<file path="config.mk">
export PLATFORM = sky130hd
export DESIGN_NAME = led_blink_scheduler
export DESIGN_NICKNAME = d
export VERILOG_FILES = /design/src/rtl/led_sched_pkg.sv /design/src/rtl/led_blink_scheduler_tick_gen.sv /design/src/rtl/led_blink_scheduler.sv
export SDC_FILE = /design/constraint.sdc
export NUM_CORES = 1
export LEC_CHECK = 0
export ABC_AREA = 1
export CORE_MARGIN = 3
export CORE_UTILIZATION = 40
export DETAILED_ROUTE_END_ITERATION = 10
export SYNTH_ARGS = -nofsm -noshare
export SYNTH_HDL_FRONTEND = slang
export SYNTH_SLANG_ARGS = --single-unit
</file>
<file path="constraint.sdc">
create_clock -name clk -period 3.15 [get_ports clk]
set_input_delay 0.7875 -clock clk [delete_from_list [all_inputs] [get_ports clk]]
set_output_delay 0.7875 -clock clk [all_outputs]
set_load 0.02 [all_outputs]
</file>
<file path="src/rtl/led_sched_pkg.sv">
// Shared types and elaboration-time helpers for the LED blink scheduler.
package led_sched_pkg;

    typedef enum logic [1:0] {
        IDLE = 2'd0,
        ON   = 2'd1,
        OFF  = 2'd2,
        GAP  = 2'd3
    } state_e;

    // Width needed to hold values 0..value-1, never less than one bit.
    function automatic int clog2(input int value);
        int w;
        w = 1;
        while ((1 << w) < value) begin
            w++;
        end
        return w;
    endfunction

    function automatic int calc_div(input int clk_hz, input int tick_hz);
        return clk_hz / tick_hz;
    endfunction

    function automatic int calc_presc_w(input int clk_hz, input int tick_hz);
        return clog2(calc_div(clk_hz, tick_hz));
    endfunction

endpackage

</file>
<file path="src/rtl/led_blink_scheduler_tick_gen.sv">
// Timebase prescaler: counts 0..DIV-1 and pulses tick on the last count.
module tick_gen
    import led_sched_pkg::*;
#(
    parameter int DIV = 10
) (
    input  logic clk,
    input  logic rst,
    input  logic clr,
    output logic tick
);

    localparam int W = clog2(DIV);
    localparam logic [W-1:0] LAST = W'(DIV - 1);

    logic [W-1:0] cnt_q;
    logic [W-1:0] cnt_d;

    always_comb begin
        cnt_d = cnt_q + 1'b1;
        if (clr || (cnt_q == LAST)) begin
            cnt_d = '0;
        end
    end

    always_ff @(posedge clk) begin
        if (rst) begin
            cnt_q <= '0;
        end else begin
            cnt_q <= cnt_d;
        end
    end

    assign tick = (cnt_q == LAST);

endmodule

</file>
<file path="src/rtl/led_blink_scheduler.sv">
// Round-robin arbiter that lends the single status LED to one requester at a
// time and plays its k-pulse blink pattern with fixed on/off/gap timing.
module led_blink_scheduler
    import led_sched_pkg::*;
#(
    parameter int CLK_HZ    = 25_000_000,
    parameter int TICK_HZ   = 1000,
    parameter int N_REQ     = 4,
    parameter int CNT_W     = 4,
    parameter int ON_TICKS  = 200,
    parameter int OFF_TICKS = 200,
    parameter int GAP_TICKS = 600
) (
    input  logic                   clk,
    input  logic                   rst,
    input  logic [N_REQ-1:0]       req,
    input  logic [N_REQ*CNT_W-1:0] blinks,
    output logic [N_REQ-1:0]       grant,
    output logic [N_REQ-1:0]       done,
    output logic                   busy,
    output logic                   led
);

    localparam int DIV       = calc_div(CLK_HZ, TICK_HZ);
    localparam int IDX_W     = clog2(N_REQ);
    localparam int MAX_OO    = (ON_TICKS > OFF_TICKS) ? ON_TICKS : OFF_TICKS;
    localparam int MAX_TICKS = (MAX_OO > GAP_TICKS) ? MAX_OO : GAP_TICKS;
    localparam int TCNT_W    = clog2(MAX_TICKS);

    localparam logic [TCNT_W-1:0] ON_LAST  = TCNT_W'(ON_TICKS - 1);
    localparam logic [TCNT_W-1:0] OFF_LAST = TCNT_W'(OFF_TICKS - 1);
    localparam logic [TCNT_W-1:0] GAP_LAST = TCNT_W'(GAP_TICKS - 1);
    localparam logic [IDX_W-1:0]  IDX_MAX  = IDX_W'(N_REQ - 1);

    state_e             state_q, state_d;
    logic [CNT_W-1:0]   rem_q, rem_d;
    logic [IDX_W-1:0]   rr_q, rr_d;
    logic [N_REQ-1:0]   grant_q, grant_d;
    logic [N_REQ-1:0]   done_q, done_d;
    logic               busy_q, busy_d;
    logic               led_q, led_d;
    logic [TCNT_W-1:0]  tcnt_q, tcnt_d;
    logic [TCNT_W-1:0]  phase_last;
    logic               tick;
    logic               clr;
    logic               phase_end;
    logic               win_found;
    logic [IDX_W-1:0]   win_idx;
    logic [CNT_W-1:0]   blinks_arr [N_REQ];

    for (genvar gi = 0; gi < N_REQ; gi++) begin : g_unpack
        assign blinks_arr[gi] = blinks[gi*CNT_W +: CNT_W];
    end

    // Scan starting just after the previous owner so it gets lowest priority.
    always_comb begin : arb
        logic [IDX_W-1:0] idx;
        win_found = 1'b0;
        win_idx   = '0;
        idx       = rr_q;
        for (int off = 0; off < N_REQ; off++) begin
            idx = (idx == IDX_MAX) ? '0 : idx + 1'b1;
            if (!win_found && req[idx]) begin
                win_found = 1'b1;
                win_idx   = idx;
            end
        end
    end

    always_comb begin
        case (state_q)
            ON:      phase_last = ON_LAST;
            OFF:     phase_last = OFF_LAST;
            default: phase_last = GAP_LAST;
        endcase
    end

    assign phase_end = tick && (tcnt_q == phase_last);

    always_comb begin
        state_d = state_q;
        rem_d   = rem_q;
        rr_d    = rr_q;
        grant_d = grant_q;
        done_d  = '0;
        led_d   = led_q;
        case (state_q)
            IDLE: begin
                // A pending done pulse means this is the completion cycle:
                // release the grant, arbitrate only on the following cycle.
                if (done_q != '0) begin
                    grant_d = '0;
                end else if (win_found) begin
                    rr_d             = win_idx;
                    rem_d            = blinks_arr[win_idx];
                    grant_d          = '0;
                    grant_d[win_idx] = 1'b1;
                    if (blinks_arr[win_idx] != '0) begin
                        state_d = ON;
                        led_d   = 1'b1;
                    end else begin
                        state_d         = GAP;
                        done_d          = '0;
                        done_d[win_idx] = 1'b1;
                    end
                end
            end
            ON: begin
                if (phase_end) begin
                    rem_d   = rem_q - 1'b1;
                    led_d   = 1'b0;
                    state_d = (rem_q == CNT_W'(1)) ? GAP : OFF;
                end
            end
            OFF: begin
                if (phase_end) begin
                    state_d = ON;
                    led_d   = 1'b1;
                end
            end
            GAP: begin
                // Zero-count grants pass through GAP for their single done cycle.
                if (done_q != '0) begin
                    state_d = IDLE;
                    grant_d = '0;
                end else if (phase_end) begin
                    state_d = IDLE;
                    done_d  = grant_q;
                end
            end
            default: begin
                state_d = IDLE;
            end
        endcase
        busy_d = (state_d != IDLE);
    end

    // Restart the timebase on every transition so phases are cycle-exact.
    assign clr = (state_d != state_q) || (state_q == IDLE);

    always_comb begin
        tcnt_d = tcnt_q;
        if (clr) begin
            tcnt_d = '0;
        end else if (tick) begin
            tcnt_d = tcnt_q + 1'b1;
        end
    end

    always_ff @(posedge clk) begin
        if (rst) begin
            state_q <= IDLE;
            rem_q   <= '0;
            rr_q    <= IDX_MAX;
            grant_q <= '0;
            done_q  <= '0;
            busy_q  <= 1'b0;
            led_q   <= 1'b0;
            tcnt_q  <= '0;
        end else begin
            state_q <= state_d;
            rem_q   <= rem_d;
            rr_q    <= rr_d;
            grant_q <= grant_d;
            done_q  <= done_d;
            busy_q  <= busy_d;
            led_q   <= led_d;
            tcnt_q  <= tcnt_d;
        end
    end

    tick_gen #(
        .DIV (DIV)
    ) u_tick_gen (
        .clk  (clk),
        .rst  (rst),
        .clr  (clr),
        .tick (tick)
    );

    assign grant = grant_q;
    assign done  = done_q;
    assign busy  = busy_q;
    assign led   = led_q;

endmodule

</file>
==> flow_summary.json, run 1 <==
{
  "status": "finished, final reports clean",
  "fp.coreArea_um2": 6459,
  "path_cells": "inv_1 -> ha_1 -> inv_1 -> nand2_1 -> o21a_1 -> a211oi_1 -> nand3_1 -> o21ai_0 -> nand2_1 -> nand3b_1 -> xor2_1 -> nor2_1 -> nand4_4 -> buf_12 -> nor2_1",
  "dr.pass1.iters": 6,
  "worstHoldPathType": "flop to flop",
  "postCtsSetupRepairBufs": 0,
  "overflow": 0,
  "cts_sinks": 43,
  "synth_fp_nets": 432,
  "powerDensity_nw_per_um2": 943.2,
  "cap_violations": 0,
  "die_h_um": 88.20,
  "vias_per_cell": 4.943,
  "antenna_found_initial": 0,
  "critPathMaxStageDelay_ns": 0.40,
  "nNetsFinal": 476,
  "synthTopCellsByArea": "dfxtp_1 (32%), nand2_1 (15%), inv_1 (7.4%)",
  "async_reset_ff_share_pct": 0,
  "required_ns": 3.38,
  "drc_errors": 0,
  "setup_violations": 0,
  "ys.flop_type": "dfxtp_1",
  "criticalPathCategory": "flop to flop",
  "die-area_um2": 7778,
  "min_period_ns": 2.938,
  "ys.warnings.count": 0,
  "area_delta_synth_final_pct": 20.74,
  "placed_cells": 515,
  "final.setup.worst_slack_ns": 0.2123,
  "routed_wirelength_um": 6151,
  "pre_cts_slack_ns": -0.03695,
  "tightest_slew_ns": 0.5709,
  "crit_path_end_kind": "flop",
  "peakVddDrop_mv": 0.4844,
  "cp-start-kind": "flop",
  "vias": 2585,
  "cp_data_arrival_time_ns": 3.17,
  "finClkSkew_ns": 0.006077,
  "wl_per_cell_um": 11.76,
  "die_x_um": 88.20,
  "max_slew_margin_pct": 61.59,
  "cts_max_level": 2,
  "layoutNonFillerInstCount": 523,
  "rsz0062_at_grt": "no",
  "synth.distinct_cells": 33,
  "grtUsageTotal_pct": 16.32,
  "max_freq_mhz": 340.4,
  "yosysSeqAreaShare_pct": 31.85,
  "crit_slowest_cell": "dfxtp_1",
  "rows": 29,
  "dp_hpwl_um": 4708,
  "clk_pin_slew_worst_paths_ns": 0.09,
  "mostFrequentLayoutCells": "nand2_1 (109), inv_1 (53), dfxtp_1 (43)",
  "cts_resized": 0,
  "cts_buffers": 5,
  "netlist_instances": 401,
  "finalCritPeriodShare_pct": 93.26,
  "initial_core_util_pct": 41.84,
  "holdBufCountCts": 0,
  "yosysTopAreaCell": "dfxtp_1",
  "p_leak_uw": 0.001358,
  "ys_ff_latch": 43,
  "grt_pass1_vias": 2330,
  "drive_gt1_share_pct": 10.99,
  "ant_nets": 0,
  "synth_edf_count": 0,
  "synth_area_um2": 2703,
  "portBuffers": 31,
  "ios": 32,
  "slew_viol_final": 0,
  "grt_pass1_wl_um": 10250,
  "drtIter0Drc": 139,
  "layout.cells.most_common": "nand2_1",
  "syn_area_per_cell_um2": 6.740,
  "hold_violations": 0,
  "netlist.area_leader.share_pct": 31.85,
  "antenna_cells": 0,
  "cts_tree": "done",
  "gp_congestion": 0.8618,
  "cts-root-buf": "clkbuf_8",
  "clk_latency_ns": 0.29,
  "crit_path_max_fanout": 15,
  "cts_buffer_depth": 2,
  "grt_start_max_net_pins": 16
}
cell families (layout without fill, tap and decap cells):
logic type | Yosys count | after routing | share of synthesized area (%)
flops | 43 | 43 | 31.85
compound gates | 37 | 37 | 7.685
simple gates | 231 | 231 | 40.42
buf+inv | 59 | 104 | 8.750
fa+ha+maj | 9 | 9 | 4.167
xor+xnor | 22 | 22 | 7.129
state kept, by name, summed over array words and instances (netlist names):
register,cells
u_tick_gen.cnt_q,15
tcnt_q,10
done,4
grant,4
rem_q,4
rr_q,2
state_q,2
busy,1
led,1
metrics by stage:
| step | power, uW | hold slack [ns] | cell area, um^2 | TNS [ns] | utilization (%) |
|---|---|---|---|---|---|
| after global routing | 3405 | 0.4819 | 3263 | 0 | 50.52 |
| after global placement | 2706 | 0.4394 | 3171 | 0 | 49.09 |
| after CTS | 3092 | 0.4605 | 3256 | 0 | 50.41 |
| after floorplan | 2192 | 0.4274 | 2703 | 0 | - |
| after detailed placement | 2717 | 0.4414 | 3171 | -0.1672 | 49.09 |
| final | 3078 | 0.4581 | 3263 | 0 | 50.52 |
final cells by class:
class,instances,area [um^2]
inverter,54,202.7
fill,651,3196
clock inverter,2,12.51
clock buffer,6,72.57
timing repair buffer,42,405.4
multi-input combinational,299,1613
tap,77,96.34
sequential,43,860.8
critical path: cells and delay by family (launching register included):
family / cells / cell delay [ns]
simple gates: 7 / 1.03
compound gates: 3 / 0.67
flops: 1 / 0.40
buf+inv: 3 / 0.37
fa+ha+maj: 1 / 0.31
xor+xnor: 1 / 0.08
per-layer routing:
metal | track usage (%) | wire (um)
met5 | 0 | 0
met4 | 4.670 | 59
met2 | 25.56 | 2777
met3 | 3.010 | 163
met1 | 22.87 | 3151
where the power goes:
group          internal [uW]  switching [uW]  total [uW]  leakage, uW
registers                628            53.6         682     0.000350
logic                    761            1290        2050     0.000968
clock network            155             194         349    0.0000412
cell usage after synthesis, types with 2 or more instances:
| library cell | n |
|---|---|
| inv_1 | 53 |
| nand3_2 | 3 |
| nand2_4 | 2 |
| nand3_1 | 32 |
| nand4_1 | 14 |
| nor3_1 | 4 |
| xor2_1 | 17 |
| xnor2_1 | 5 |
| clkbuf_1 | 3 |
| o21ai_0 | 8 |
| nand2_2 | 8 |
| a21oi_1 | 21 |
| nand2_1 | 109 |
| dfxtp_1 | 43 |
| ha_1 | 9 |
| nor2_2 | 13 |
| a221oi_1 | 4 |
| buf_6 | 2 |
| nor2_1 | 34 |
| nor4_1 | 4 |
worst paths after layout:
kind | start | end | slack, ns | cells past startpoint
worst max-delay path | state_q[0] | u_tick_gen.cnt_q[8] | 0.21 | 15
worst max register to register | state_q[0] | u_tick_gen.cnt_q[8] | 0.21 | 15
worst min register to register | u_tick_gen.cnt_q[0] | u_tick_gen.cnt_q[0] | 0.46 | 1
worst min-delay path | u_tick_gen.cnt_q[0] | u_tick_gen.cnt_q[0] | 0.46 | 1
Power figures use the tool's default switching activity.
==> run 2, diff against run 1 <==
--- a/config.mk
+++ b/config.mk
@@ -6,7 +6,7 @@
 export NUM_CORES = 1
 export LEC_CHECK = 0
 export ABC_AREA = 1
-export CORE_MARGIN = 3
+export CORE_MARGIN = 5
 export CORE_UTILIZATION = 40
 export DETAILED_ROUTE_END_ITERATION = 10
 export SYNTH_ARGS = -nofsm -noshare
==> run 2 against run 1 <==
  * Die area is 9.3% higher
  * Global-route usage shrank 1.8 points
  * Critical path depth up 3
  * Total power is 3.3% higher
  * Routed wire length decreased by 0.26%
  * Clock-buffer cell count fell by 1
  * Hold slack is essentially flat
  * Non-clock buffer count unchanged
  * Clock skew increased by 0.0039 ns
  * Via count increased by 0.19%
  * Critical path type is now input pin to flop
  * Critical endpoint is now u_tick_gen.cnt_q[6]
  * Largest cell class unchanged
==> flow_summary.json, run 2 (synthesized netlist as in run 1, its figures left out) <==
{
  "final_cell_area_um2": 3287,
  "ff_latch_area_um2": 860.8,
  "p_switching_uw": 1565,
  "final.setup.worst_slack_ns": 0.2594,
  "clk_pin_slew_worst_paths_ns": 0.08,
  "cts_buffers": 5,
  "tightest_slew_ns": 0.5836,
  "hold_violations": 0,
  "mostFrequentLayoutCells": "nand2_1 (109), inv_1 (53), dfxtp_1 (43)",
  "grtUsageTotal_pct": 14.55,
  "crit_family": "simple AND/OR/NAND/NOR gates",
  "crit_path_end_kind": "flop",
  "die_h_um": 92.20,
  "fp.coreArea_um2": 6681,
  "clk_latency_ns": 0.30,
  "power_frac_clock_pct": 13.9,
  "die-area_um2": 8500,
  "max_slew_margin_pct": 60.73,
  "placed_cell_area_um2": 3174,
  "r2r-end": "u_tick_gen.cnt_q[6]",
  "grt_pass1_vias": 2373,
  "grt_pass1_wl_um": 10120,
  "ios": 32,
  "biggestRegsByFlops": "u_tick_gen.cnt_q (15), tcnt_q (10)",
  "worstHoldPathType": "flop to flop",
  "reg2reg_from": "rr_q[0]",
  "max_freq_mhz": 346.0,
  "peakVddDrop_mv": 0.5467,
  "min_from": "u_tick_gen.cnt_q[0]",
  "path_cells": "clkdlybuf4s50_1 -> nand2_1 -> nand3_1 -> nand2_1 -> and2_1 -> nand3_1 -> nand2_1 -> nand2_2 -> inv_1 -> nand2_1 -> nand2_1 -> nor2_2 -> nand3_2 -> nand2_1 -> nand2_2 -> nand4_4 -> buf_12 -> nor2_1",
  "dp_hpwl_um": 4726,
  "criticalPathCategory": "input pin to flop",
  "holdBufCountCts": 0,
  "slew_viol_final": 0,
  "multiInputGateArea_um2": 1605,
  "internal_power_uw": 1614,
  "cp_data_arrival_time_ns": 3.09,
  "rsz0062_at_grt": "no",
  "min_period_ns": 2.891,
  "ant_nets": 0,
  "largest_reg_flops": 15,
  "rows": 30,
  "drtIter0Drc": 152,
  "p_leak_uw": 0.001375,
  "worstSetupEndpoint": "u_tick_gen.cnt_q[6]",
  "drc_errors": 0,
  "postCtsSetupRepairBufs": 0,
  "cp-start-kind": "input pin",
  "cp_num_cells": 18,
  "path_buf_inv": 3,
  "finalCritPeriodShare_pct": 91.76,
  "overflow": 0,
  "netSwitchingFraction_pct": 49.23,
  "critPathMaxStageDelay_ns": 0.48,
  "finClkSkew_ns": 0.009964,
  "cts_sinks": 43,
  "area_delta_synth_final_pct": 21.62,
  "gp_congestion": 0.8256,
  "crit_path_max_fanout": 15,
  "r2r_slack_ns": 0.32,
  "layout.cells.most_common": "nand2_1",
  "layoutNonFillerInstCount": 526,
  "antenna_cells": 0,
  "rr_worst_depth": 19,
  "vias": 2590,
  "status": "finished, final reports clean",
  "portBuffers": 31,
  "crit_slowest_cell": "clkdlybuf4s50_1",
  "pre_cts_slack_ns": -0.02820,
  "startpoint": "req[1]",
  "cap_violations": 0,
  "cp_common_cell": "nand2_1",
  "nNetsFinal": 476,
  "top_register": "u_tick_gen.cnt_q",
  "wl_per_cell_um": 11.66,
  "fillerInstances": 689,
  "powerDensity_nw_per_um2": 967.3,
  "required_ns": 3.35,
  "die_x_um": 92.20,
  "placed_cells": 518,
  "total_power_uw": 3179,
  "routed_wirelength_um": 6135,
  "cts_tree": "done",
  "vias_per_cell": 4.924,
  "power_frac_seq_pct": 21.2,
  "cts_max_level": 2,
  "antenna_found_initial": 0,
  "dr.pass1.iters": 4,
  "drive_gt1_share_pct": 11.21,
  "setup_violations": 0,
  "initial_core_util_pct": 40.45,
  "cts_buffer_depth": 2,
  "grt_start_max_net_pins": 16,
  "cts_resized": 0,
  "pwr-share-comb_pct": 64.9,
  "cts-root-buf": "clkbuf_8"
}
[run 2: final cells by class]
type	instances	area share, %
timing repair buffer	42	12.33
clock buffer	5	2.094
clock inverter	3	1.332
tap	80	3.045
multi-input combinational	299	48.84
sequential	43	26.19
inverter	54	6.167
[run 2: worst min-delay path by stage]
stage                                endpoint  slack, ns  depth (start not counted)
after floorplan           u_tick_gen.cnt_q[0]       0.43                          1
after global placement    u_tick_gen.cnt_q[0]       0.44                          1
after detailed placement  u_tick_gen.cnt_q[0]       0.44                          1
after CTS                 u_tick_gen.cnt_q[0]       0.47                          1
after global routing      u_tick_gen.cnt_q[0]       0.50                          1
final                     u_tick_gen.cnt_q[0]       0.46                          1
[run 2: stage by stage]
step                setup TNS [ns]  util [%]  hold WS, ns
floorplan                        0         -       0.4274
global placement                 0     47.51       0.4392
detailed placement        -0.06320     47.51       0.4425
CTS                              0     49.19       0.4652
global route                     0     49.19       0.5019
finish                           0     49.19       0.4580
[run 2: routing by layer]
metal / vias up / routed length, um / GRT usage, %
met1: 1174 / 2945 / 19.39
li1: 1371 / - / -
met2: 40 / 2884 / 23.60
met3: 5 / 254 / 3.445
met4: 0 / 51 / 3.713
met5: - / 0 / 0
[run 2: power groups by stage]
stage               combinational [uW]  clock [uW]  sequential (uW)
finish                            2060         442              675
global route                      2330         478              688
CTS                               2060         457              677
detailed placement                2040           0              689
global placement                  2010           0              688
floorplan                         1470           0              726
